--- src/rtl/cac_dec_sched_if.sv ---
// Bus-side handshake bundle for cac_dec_sched: input word channel and decoded output channel.
// The slave modport is the decoder's view; the master modport is the upstream/downstream view.
interface cac_dec_sched_if #(
   parameter int NUM_GRP = 4,
   parameter int DW      = 4
);
   logic                    in_valid;
   logic                    in_ready;
   logic [4*NUM_GRP-1:0]    codein_all;
   logic                    out_valid;
   logic                    out_ready;
   logic [DW*NUM_GRP-1:0]   dataout_all;

   modport master (
      output in_valid, codein_all, out_ready,
      input  in_ready, out_valid, dataout_all
   );

   modport slave (
      input  in_valid, codein_all, out_ready,
      output in_ready, out_valid, dataout_all
   );
endinterface

--- src/rtl/cac_dec_sched.sv ---
// Time-multiplexed FNS/CAC decoder: one 4-bit codeword group per cycle across a latched bus word.
// Optional macro CACDEC_SCHED_CHK_EN adds the forbidden-pattern flag output chk_err.
module cac_dec_sched #(
   parameter int NUM_GRP = 4,
   parameter int DW      = 4,
   parameter int WL      = 2,
   parameter int W3_RST  = 2,
   parameter int W4_RST  = 3
) (
   input  logic                clk,
   input  logic                rst_n,
   cac_dec_sched_if.slave      bus,
   input  logic                cfg_we,
   input  logic                cfg_sel,
   input  logic [WL-1:0]       cfg_wdata,
   output logic                cfg_err,
`ifdef CACDEC_SCHED_CHK_EN
   output logic [NUM_GRP-1:0]  chk_err,
`endif
   output logic                busy
);
   localparam int CW = $clog2(NUM_GRP);
   localparam int SW = DW + 1;

   typedef enum logic [1:0] {IDLE, DECODE, DONE} state_t;

   state_t                 state_reg;
   logic [CW-1:0]          grp_cnt_reg;
   logic [4*NUM_GRP-1:0]   code_reg;
   logic [WL-1:0]          w3_reg;
   logic [WL-1:0]          w4_reg;
   logic                   in_ready_reg;
   logic                   out_valid_reg;
   logic                   cfg_err_reg;
   logic                   busy_reg;
   logic [DW-1:0]          dout_reg [NUM_GRP];
   logic [3:0]             code_grp [NUM_GRP];
   logic [3:0]             cur_code;
   logic [SW-1:0]          dec_sum;
   logic                   accept;

   assign accept = bus.in_valid && in_ready_reg;

   generate
      for (genvar gi = 0; gi < NUM_GRP; gi++) begin : g_grp
         assign code_grp[gi] = code_reg[4*gi +: 4];
         assign bus.dataout_all[DW*gi +: DW] = dout_reg[gi];

         // Each slice is only overwritten on its own decode slot, so the previous word lingers until then.
         always_ff @(posedge clk or negedge rst_n) begin
            if (!rst_n) begin
               dout_reg[gi] <= '0;
            end else if (state_reg == DECODE && grp_cnt_reg == CW'(gi)) begin
               dout_reg[gi] <= dec_sum[DW-1:0];
            end
         end
      end
   endgenerate

   // The single shared decoder; sum kept one bit wider, then truncated on write.
   always_comb begin
      cur_code = code_grp[grp_cnt_reg];
      dec_sum  = SW'(cur_code[0]) + SW'(cur_code[1])
               + (cur_code[2] ? SW'(w3_reg) : '0)
               + (cur_code[3] ? SW'(w4_reg) : '0);
   end

   always_ff @(posedge clk or negedge rst_n) begin
      if (!rst_n) begin
         state_reg     <= IDLE;
         grp_cnt_reg   <= '0;
         code_reg      <= '0;
         w3_reg        <= WL'(W3_RST);
         w4_reg        <= WL'(W4_RST);
         in_ready_reg  <= 1'b1;
         out_valid_reg <= 1'b0;
         cfg_err_reg   <= 1'b0;
         busy_reg      <= 1'b0;
      end else begin
         cfg_err_reg <= 1'b0;
         // Weights may only change between words, which keeps them constant across a decode.
         if (cfg_we) begin
            if (state_reg == IDLE) begin
               if (cfg_sel) w4_reg <= cfg_wdata;
               else         w3_reg <= cfg_wdata;
            end else begin
               cfg_err_reg <= 1'b1;
            end
         end
         case (state_reg)
            IDLE: begin
               if (accept) begin
                  code_reg     <= bus.codein_all;
                  grp_cnt_reg  <= '0;
                  in_ready_reg <= 1'b0;
                  busy_reg     <= 1'b1;
                  state_reg    <= DECODE;
               end
            end
            DECODE: begin
               if (grp_cnt_reg == CW'(NUM_GRP - 1)) begin
                  grp_cnt_reg   <= '0;
                  out_valid_reg <= 1'b1;
                  state_reg     <= DONE;
               end else begin
                  grp_cnt_reg <= grp_cnt_reg + 1'b1;
               end
            end
            DONE: begin
               if (bus.out_ready) begin
                  out_valid_reg <= 1'b0;
                  in_ready_reg  <= 1'b1;
                  busy_reg      <= 1'b0;
                  state_reg     <= IDLE;
               end
            end
            default: state_reg <= IDLE;
         endcase
      end
   end

   assign bus.in_ready  = in_ready_reg;
   assign bus.out_valid = out_valid_reg;
   assign cfg_err       = cfg_err_reg;
   assign busy          = busy_reg;

`ifdef CACDEC_SCHED_CHK_EN
   logic [NUM_GRP-1:0] chk_reg;
   logic               pat_hit;

   // Alternating 010/101 in either 3-bit window marks a forbidden pattern.
   assign pat_hit = (cur_code[2:0] == 3'b010) || (cur_code[2:0] == 3'b101)
                 || (cur_code[3:1] == 3'b010) || (cur_code[3:1] == 3'b101);

   generate
      for (genvar gi = 0; gi < NUM_GRP; gi++) begin : g_chk
         always_ff @(posedge clk or negedge rst_n) begin
            if (!rst_n) begin
               chk_reg[gi] <= 1'b0;
            end else if (accept) begin
               chk_reg[gi] <= 1'b0;
            end else if (state_reg == DECODE && grp_cnt_reg == CW'(gi) && pat_hit) begin
               chk_reg[gi] <= 1'b1;
            end
         end
      end
   endgenerate

   assign chk_err = chk_reg;
`endif
endmodule

--- src/flat_wrapper.sv ---
// flat-port wrapper written by rule: the top's interface ports become plain ports
module cac_dec_sched_flat 
#(
   parameter int NUM_GRP = 4,
   parameter int DW      = 4,
   parameter int WL      = 2,
   parameter int W3_RST  = 2,
   parameter int W4_RST  = 3
)
  (clk, rst_n, cfg_we, cfg_sel, cfg_wdata, cfg_err, busy, bus_in_valid, bus_codein_all, bus_out_ready, bus_in_ready, bus_out_valid, bus_dataout_all);
  cac_dec_sched_if #(.NUM_GRP(NUM_GRP), .DW(DW)) bus_i ();
  input  logic clk;
  input  logic rst_n;
  input  logic cfg_we;
  input  logic cfg_sel;
  input  logic [WL-1:0] cfg_wdata;
  output logic cfg_err;
  output logic busy;
  input wire logic [$bits(bus_i.in_valid)-1:0] bus_in_valid;
  input wire logic [$bits(bus_i.codein_all)-1:0] bus_codein_all;
  input wire logic [$bits(bus_i.out_ready)-1:0] bus_out_ready;
  output wire logic [$bits(bus_i.in_ready)-1:0] bus_in_ready;
  output wire logic [$bits(bus_i.out_valid)-1:0] bus_out_valid;
  output wire logic [$bits(bus_i.dataout_all)-1:0] bus_dataout_all;
  assign bus_i.in_valid = bus_in_valid;
  assign bus_i.codein_all = bus_codein_all;
  assign bus_i.out_ready = bus_out_ready;
  assign bus_in_ready = bus_i.in_ready;
  assign bus_out_valid = bus_i.out_valid;
  assign bus_dataout_all = bus_i.dataout_all;
  cac_dec_sched #(.NUM_GRP(NUM_GRP), .DW(DW), .WL(WL), .W3_RST(W3_RST), .W4_RST(W4_RST)) u_core (.clk(clk), .rst_n(rst_n), .bus(bus_i), .cfg_we(cfg_we), .cfg_sel(cfg_sel), .cfg_wdata(cfg_wdata), .cfg_err(cfg_err), .busy(busy));
endmodule
--- config.mk ---
export PLATFORM = sky130hd
export DESIGN_NAME = cac_dec_sched_flat
export DESIGN_NICKNAME = d
export VERILOG_FILES = /design/src/rtl/cac_dec_sched_if.sv /design/src/rtl/cac_dec_sched.sv /design/src/flat_wrapper.sv
export SDC_FILE = /design/constraint.sdc
export NUM_CORES = 1
export LEC_CHECK = 0
export ABC_CLOCK_PERIOD_IN_PS = 2700
export CAP_MARGIN = 20
export CORE_MARGIN = 2
export CORE_UTILIZATION = 45
export DETAILED_ROUTE_END_ITERATION = 10
export PLACE_DENSITY = 0.75
export RECOVER_POWER = 50
export SYNTH_ARGS = -nofsm -noshare
export SYNTH_HDL_FRONTEND = slang
export SYNTH_SLANG_ARGS = --single-unit
--- constraint.sdc ---
create_clock -name clk -period 2.7 [get_ports clk]
set_input_delay 0.27 -clock clk [delete_from_list [all_inputs] [get_ports clk]]
set_output_delay 0.27 -clock clk [all_outputs]
set_load 0.05 [all_outputs]
# --- Yosys cells after proc, flatten, opt, wreduce, memory -nomap -nowiden ---
# Index checks and enable logic that the tools add are counted.
totals:
  romBits: 0
  mem_count: 0
  elab_cells: 67
  output_inout_bits: 20
  input_bits: 24
  latch_bits: 0
  reg_bits: 44
  ram_bits: 0
classes:
  n_mux: 22
  div_mod_pow: 0
  order_cmp: 1
  reduce_logical: 17
  eq_ne: 8
  shifts: 0
  bitwise: 2
  multipliers: 0
  add_sub_neg: 4
ops:
  columns: ["op", "count"]
  rows:
  - ["$reduce_and A3 Y1", 5]
  - ["$mux W2", 7]
  - ["$add A4 B4 Y4", 2]
  - ["$bmux W4 S2", 1]
  - ["$mux W4", 2]
  - ["$mux W1", 7]
  - ["$eq A2 B2 Y1 const B", 3]
  - ["$pmux W1 S2", 3]
  - ["$pmux W2 S3", 1]
  - ["$reduce_bool A2 Y1", 3]
  - ["$logic_and A1 B1 Y1", 5]
  - ["$eq A2 B1 Y1 const B", 2]
  - ["$logic_not A2 Y1", 2]
  - ["$ne A2 B2 Y1 const B", 2]
  - ["$pmux W2 S2", 1]
  - ["$reduce_and A2 Y1", 2]
  - ["$ge A3 B3 Y1 const B", 1]
  - ["$not A2 Y3", 1]
  - ["$add A1 B1 Y2", 1]
  - ["$add A2 B1 Y2 const B", 1]
  - ["$ne A2 B1 Y1 const B", 1]
  - ["$not A1 Y1", 1]

# --- Depth between registers and ports, before layout ---
logic_depth:
  ltp_word: 7
  depth_mapped: 9
  depth_no_buf: 8

# --- Least setup slack after synthesis ---
# OpenSTA, ideal clock, no wires.
synth_path:
  kind: "register -> register"
  start: "reg u_core.grp_cnt_reg[0]"
  end: "reg u_core.dout_reg (netlist bit u_core.bus.dataout_all[14])"
  t_required_ps: 2575
  setup_time_ps: 125
  arrival_ps: 2431
  period_less_slack_ps: 2555
  path_slack_ps: 145
  stages_incl_launch_ff: 8
  path_cell_list: "dfrtp_1 -> buf_6 -> mux4_1 -> ha_1 -> fa_1 -> ha_1 -> ha_1 -> mux2_2"
synth_between:
  elab_chain_len: 7
synth_rtl:
  columns: ["item", "line", "source"]
  rows:
  - ["start, declared", "cac_dec_sched.sv:28", "logic [CW-1:0] grp_cnt_reg;"]
  - ["start signal, assigned", "cac_dec_sched.sv:106", "grp_cnt_reg <= grp_cnt_reg + 1'b1;"]
  - ["$not A2 Y3 (implied by the code) (*)", "cac_dec_sched.sv:62", "cur_code = code_grp[grp_cnt_reg];"]
  - ["$bmux W4 S2 (*)", "cac_dec_sched.sv:62", null]
  - ["$mux W4 (implied by the code) (*) (2 in series)", "cac_dec_sched.sv:62", null]
  - ["$add A1 B1 Y2 / $mux W2 (equally long branches)", "cac_dec_sched.sv:63, cac_dec_sched.sv:64", null]
  - ["$add A4 B4 Y4", "cac_dec_sched.sv:64", "+ (cur_code[2] ? SW'(w3_reg) : '0)"]
  - ["$add A4 B4 Y4 (*)", "cac_dec_sched.sv:65", "+ (cur_code[3] ? SW'(w4_reg) : '0);"]
  - ["via u_core.dec_sum[2]", "cac_dec_sched.sv:39", "logic [SW-1:0] dec_sum;"]
  - ["end signal, assigned by index", "cac_dec_sched.sv:54", "dout_reg[gi] <= dec_sum[DW-1:0];"]
  - ["end, declared", "cac_dec_sched.sv:36", "logic [DW-1:0] dout_reg [NUM_GRP];"]
# The timed path passes the listed nets; every way through them passes the cells marked *. The select of a mux whose other input is x is not followed.
# A chain may end at the register's enable or synchronous reset.

# --- Worst setup path after layout ---
layout_path:
  start: "reg u_core.grp_cnt_reg[0]"
  end: "reg u_core.dout_reg (netlist bit u_core.bus.dataout_all[10])"
# Same word-level chain as after synthesis.

==> results.cfg <==
[clock_network]
ctsHtreeMaxLevel = 2
post-cts-setup-buffers = 0
cts_buffer_depth = 2
ctsRootBufferMaster = clkbuf_8
clock_latency_ns = 0.30
cts.sinks = 44
path_clk_slew_ns = 0.08
cts_tree = built
cts_buffers = 5

[pwr]
internal-power_w = 0.0009826
irDropWorstVdd_uv = 279.7
pwr-share-comb_pct = 4.8
switching_share_pct = 20.05
p_per_area_mw_per_mm2 = 484.1
pwr-share-seq_pct = 55.0
power_leakage_nw = 1.213
pwr-share-clk_pct = 40.2
p_sw_w = 0.0002464

[status]
violations = max-capacitance violations, max-slew violations
outcome = finished with violations

[die]
die_w_um = 70.76
core_area_mm2 = 0.004324
die_area_mm2 = 0.005007
io_pins = 44
initial_core_util_pct = 46.38
die_h_um = 70.76
rows = 24

[global_route]
grt_pass1_wl_um = 6299
grt_usage_pct = 16.32
antenna_found_initial = 0
grt_max_degree = 45
grt_overflow = 0
grt_pass1_vias = 1301

[timing]
fin_ws_ns = 0.1337
rsz0062_at_grt = no
maxSlewHeadroom_pct = -52.33
slew_violations = 45
period_minus_slack_ns = 2.566
setup_viol = 0
totalNegativeSetupSlack_ns = 0
finalCritPeriodShare_pct = 95.05
max_freq_ghz = 0.3897
final_hold_viol_count = 0
skew_ns = 0.006436
worst_pin_slew_ns = 2.285

[finish]
area_growth_pct = 26.57
drive_gt1_share_pct = 26.49
mostFrequentLayoutCells = clkdlybuf4s50_1 (42), dfrtp_1 (39), mux2_2 (32)
final_common_cell = clkdlybuf4s50_1
final_util_pct = 58.71
antenna_cells = 0
final_cell_area_mm2 = 0.002539
nets = 217

[placement]
dp_slack_ns = 0.07847
dpl-instance-area_mm2 = 0.002451
routabilityCongestion = 0.6908
io_buffers = 43
dp_hpwl_um = 2799

[synthesis]
synth_fa_ha_area_share_pct = 6.363
syn-cell-area_mm2 = 0.002006
syn-num-nets = 171
synth-xor-area-share_pct = 0
synth-seq-cells = 44
synth_top_family_by_area = multiplexers
synth_compound_area_share_pct = 3.681
synth.distinct_cells = 26
ys_seq_area_share_pct = 55.15
synth_cells = 138
yosysWarnings = 0
synth_area_per_cell_um2 = 14.53
synthSimpleGateAreaFrac_pct = 8.047
muxShareOfSynthArea_pct = 22.83

[worst_setup_path]
endpoint_kind = register
arrival_ns = 2.75
cp_max_fo = 5
worst_setup_path_start_kind = register
worstPathRequired_ns = 2.88
path_class = reg -> reg

[routing]
wire_per_inst_um = 15.35
drt_iter0_drc = 72
drc = 0
via_per_inst = 5.135
totalWireLength_um = 3639
first_pass_iters = 2
via_count = 1217
ant_nets = 0

[run]
maxCapViolations = 1

[min_path]
hold_path.class = reg -> reg
[path summary, 6_finish.rpt]
path	endpoint	slack, ns	cells after the start	start
hold reg to reg	u_core.bus.dataout_all[12]$_DFFE_PN0P_	0.49	2	u_core.bus.dataout_all[12]$_DFFE_PN0P_
min in group asynchronous	u_core.w3_reg[0]$_DFFE_PN0P_	0.65	1	rst_n
setup reg to reg	u_core.bus.dataout_all[10]$_DFFE_PN0P_	0.13	6	u_core.grp_cnt_reg[0]$_DFFE_PN0P_
setup / recovery	u_core.bus.dataout_all[10]$_DFFE_PN0P_	0.13	6	u_core.grp_cnt_reg[0]$_DFFE_PN0P_
max in group asynchronous	u_core.grp_cnt_reg[0]$_DFFE_PN0P_	0.58	1	rst_n
hold / removal	u_core.bus.dataout_all[12]$_DFFE_PN0P_	0.49	2	u_core.bus.dataout_all[12]$_DFFE_PN0P_
[critical path, cell delays in order (launching register included)]
cell     delay [ns]
dfrtp_2        0.43
mux4_1         0.57
ha_1           0.22
fa_1           0.43
ha_1           0.21
ha_1           0.31
mux2_2         0.28
[through the flow]
step,cells,total power (W),hold slack (ns)
final,237,0.001229,0.4922
after global routing,237,0.001278,0.5419
after CTS,237,0.001248,0.1365
after detailed placement,229,0.0007516,0.4702
after global placement,229,0.0007493,0.4465
after floorplan,138,0.0007010,-0.02559
[per-layer routing]
metal  wire length, um  global-route usage (%)
met2              1851                   28.14
met5                 0                       0
met3               206                   5.271
met4                58                   5.870
met1              1523                   19.15
[cells by family after synthesis]
| logic type | after synthesis |
|---|---|
| compound gates | 13 |
| buf+inv | 12 |
| mux | 36 |
| simple gates | 24 |
| fa+ha+maj | 9 |
| flops | 44 |
[synth_stat cells]
cell type  instances  area share [%]
mux4_2             2             2.2
nand2b_1           1            0.31
o21ai_0            8             2.0
and3_1             1            0.31
mux2_2            32              18
a2bb2oi_1          1            0.44
dfstp_2            4             5.2
o21bai_1           1            0.37
inv_1              7             1.3
buf_4              1            0.37
o22ai_1            2            0.62
nor2b_1            2            0.62
and2_1             2            0.62
nor4b_4            1             1.2
nand2b_4           1            0.69
or3_2              1            0.37
nand2_1            9             1.7
a21oi_1            1            0.25
mux4_1             2             2.6
buf_6              4             2.2
nor2_1             1            0.19
fa_1               2             2.0
nand3b_1           4             1.5
and3_4             1            0.56
ha_1               7             4.4
dfrtp_1           40              50
[power by group through the flow]
stage / Combinational, W / Clock, W / Sequential, W
5_1_grt: 0.0000659 / 0.000535 / 0.000678
2_1_floorplan: 0.0000132 / 0 / 0.000688
3_5_place_dp: 0.0000618 / 0 / 0.000690
6_report: 0.0000590 / 0.000494 / 0.000676
4_1_cts: 0.0000622 / 0.000509 / 0.000677
3_3_place_gp: 0.0000597 / 0 / 0.000690
[layout make-up]
cell class                 instances  area, um^2
fill                             359        1785
sequential                        44        1107
multi-input combinational         82       800.8
timing repair buffer              44       427.9
clock buffer                       5       68.82
tap                               52       65.06
clock inverter                     3       42.54
inverter                           7       26.28
[what timing repair did]
action	in CTS	in global routing
hold buffers	0	0
resized for setup	0	1
endpoints found under the setup margin	0	2
No activity file was read; power rests on OpenSTA's default activity.
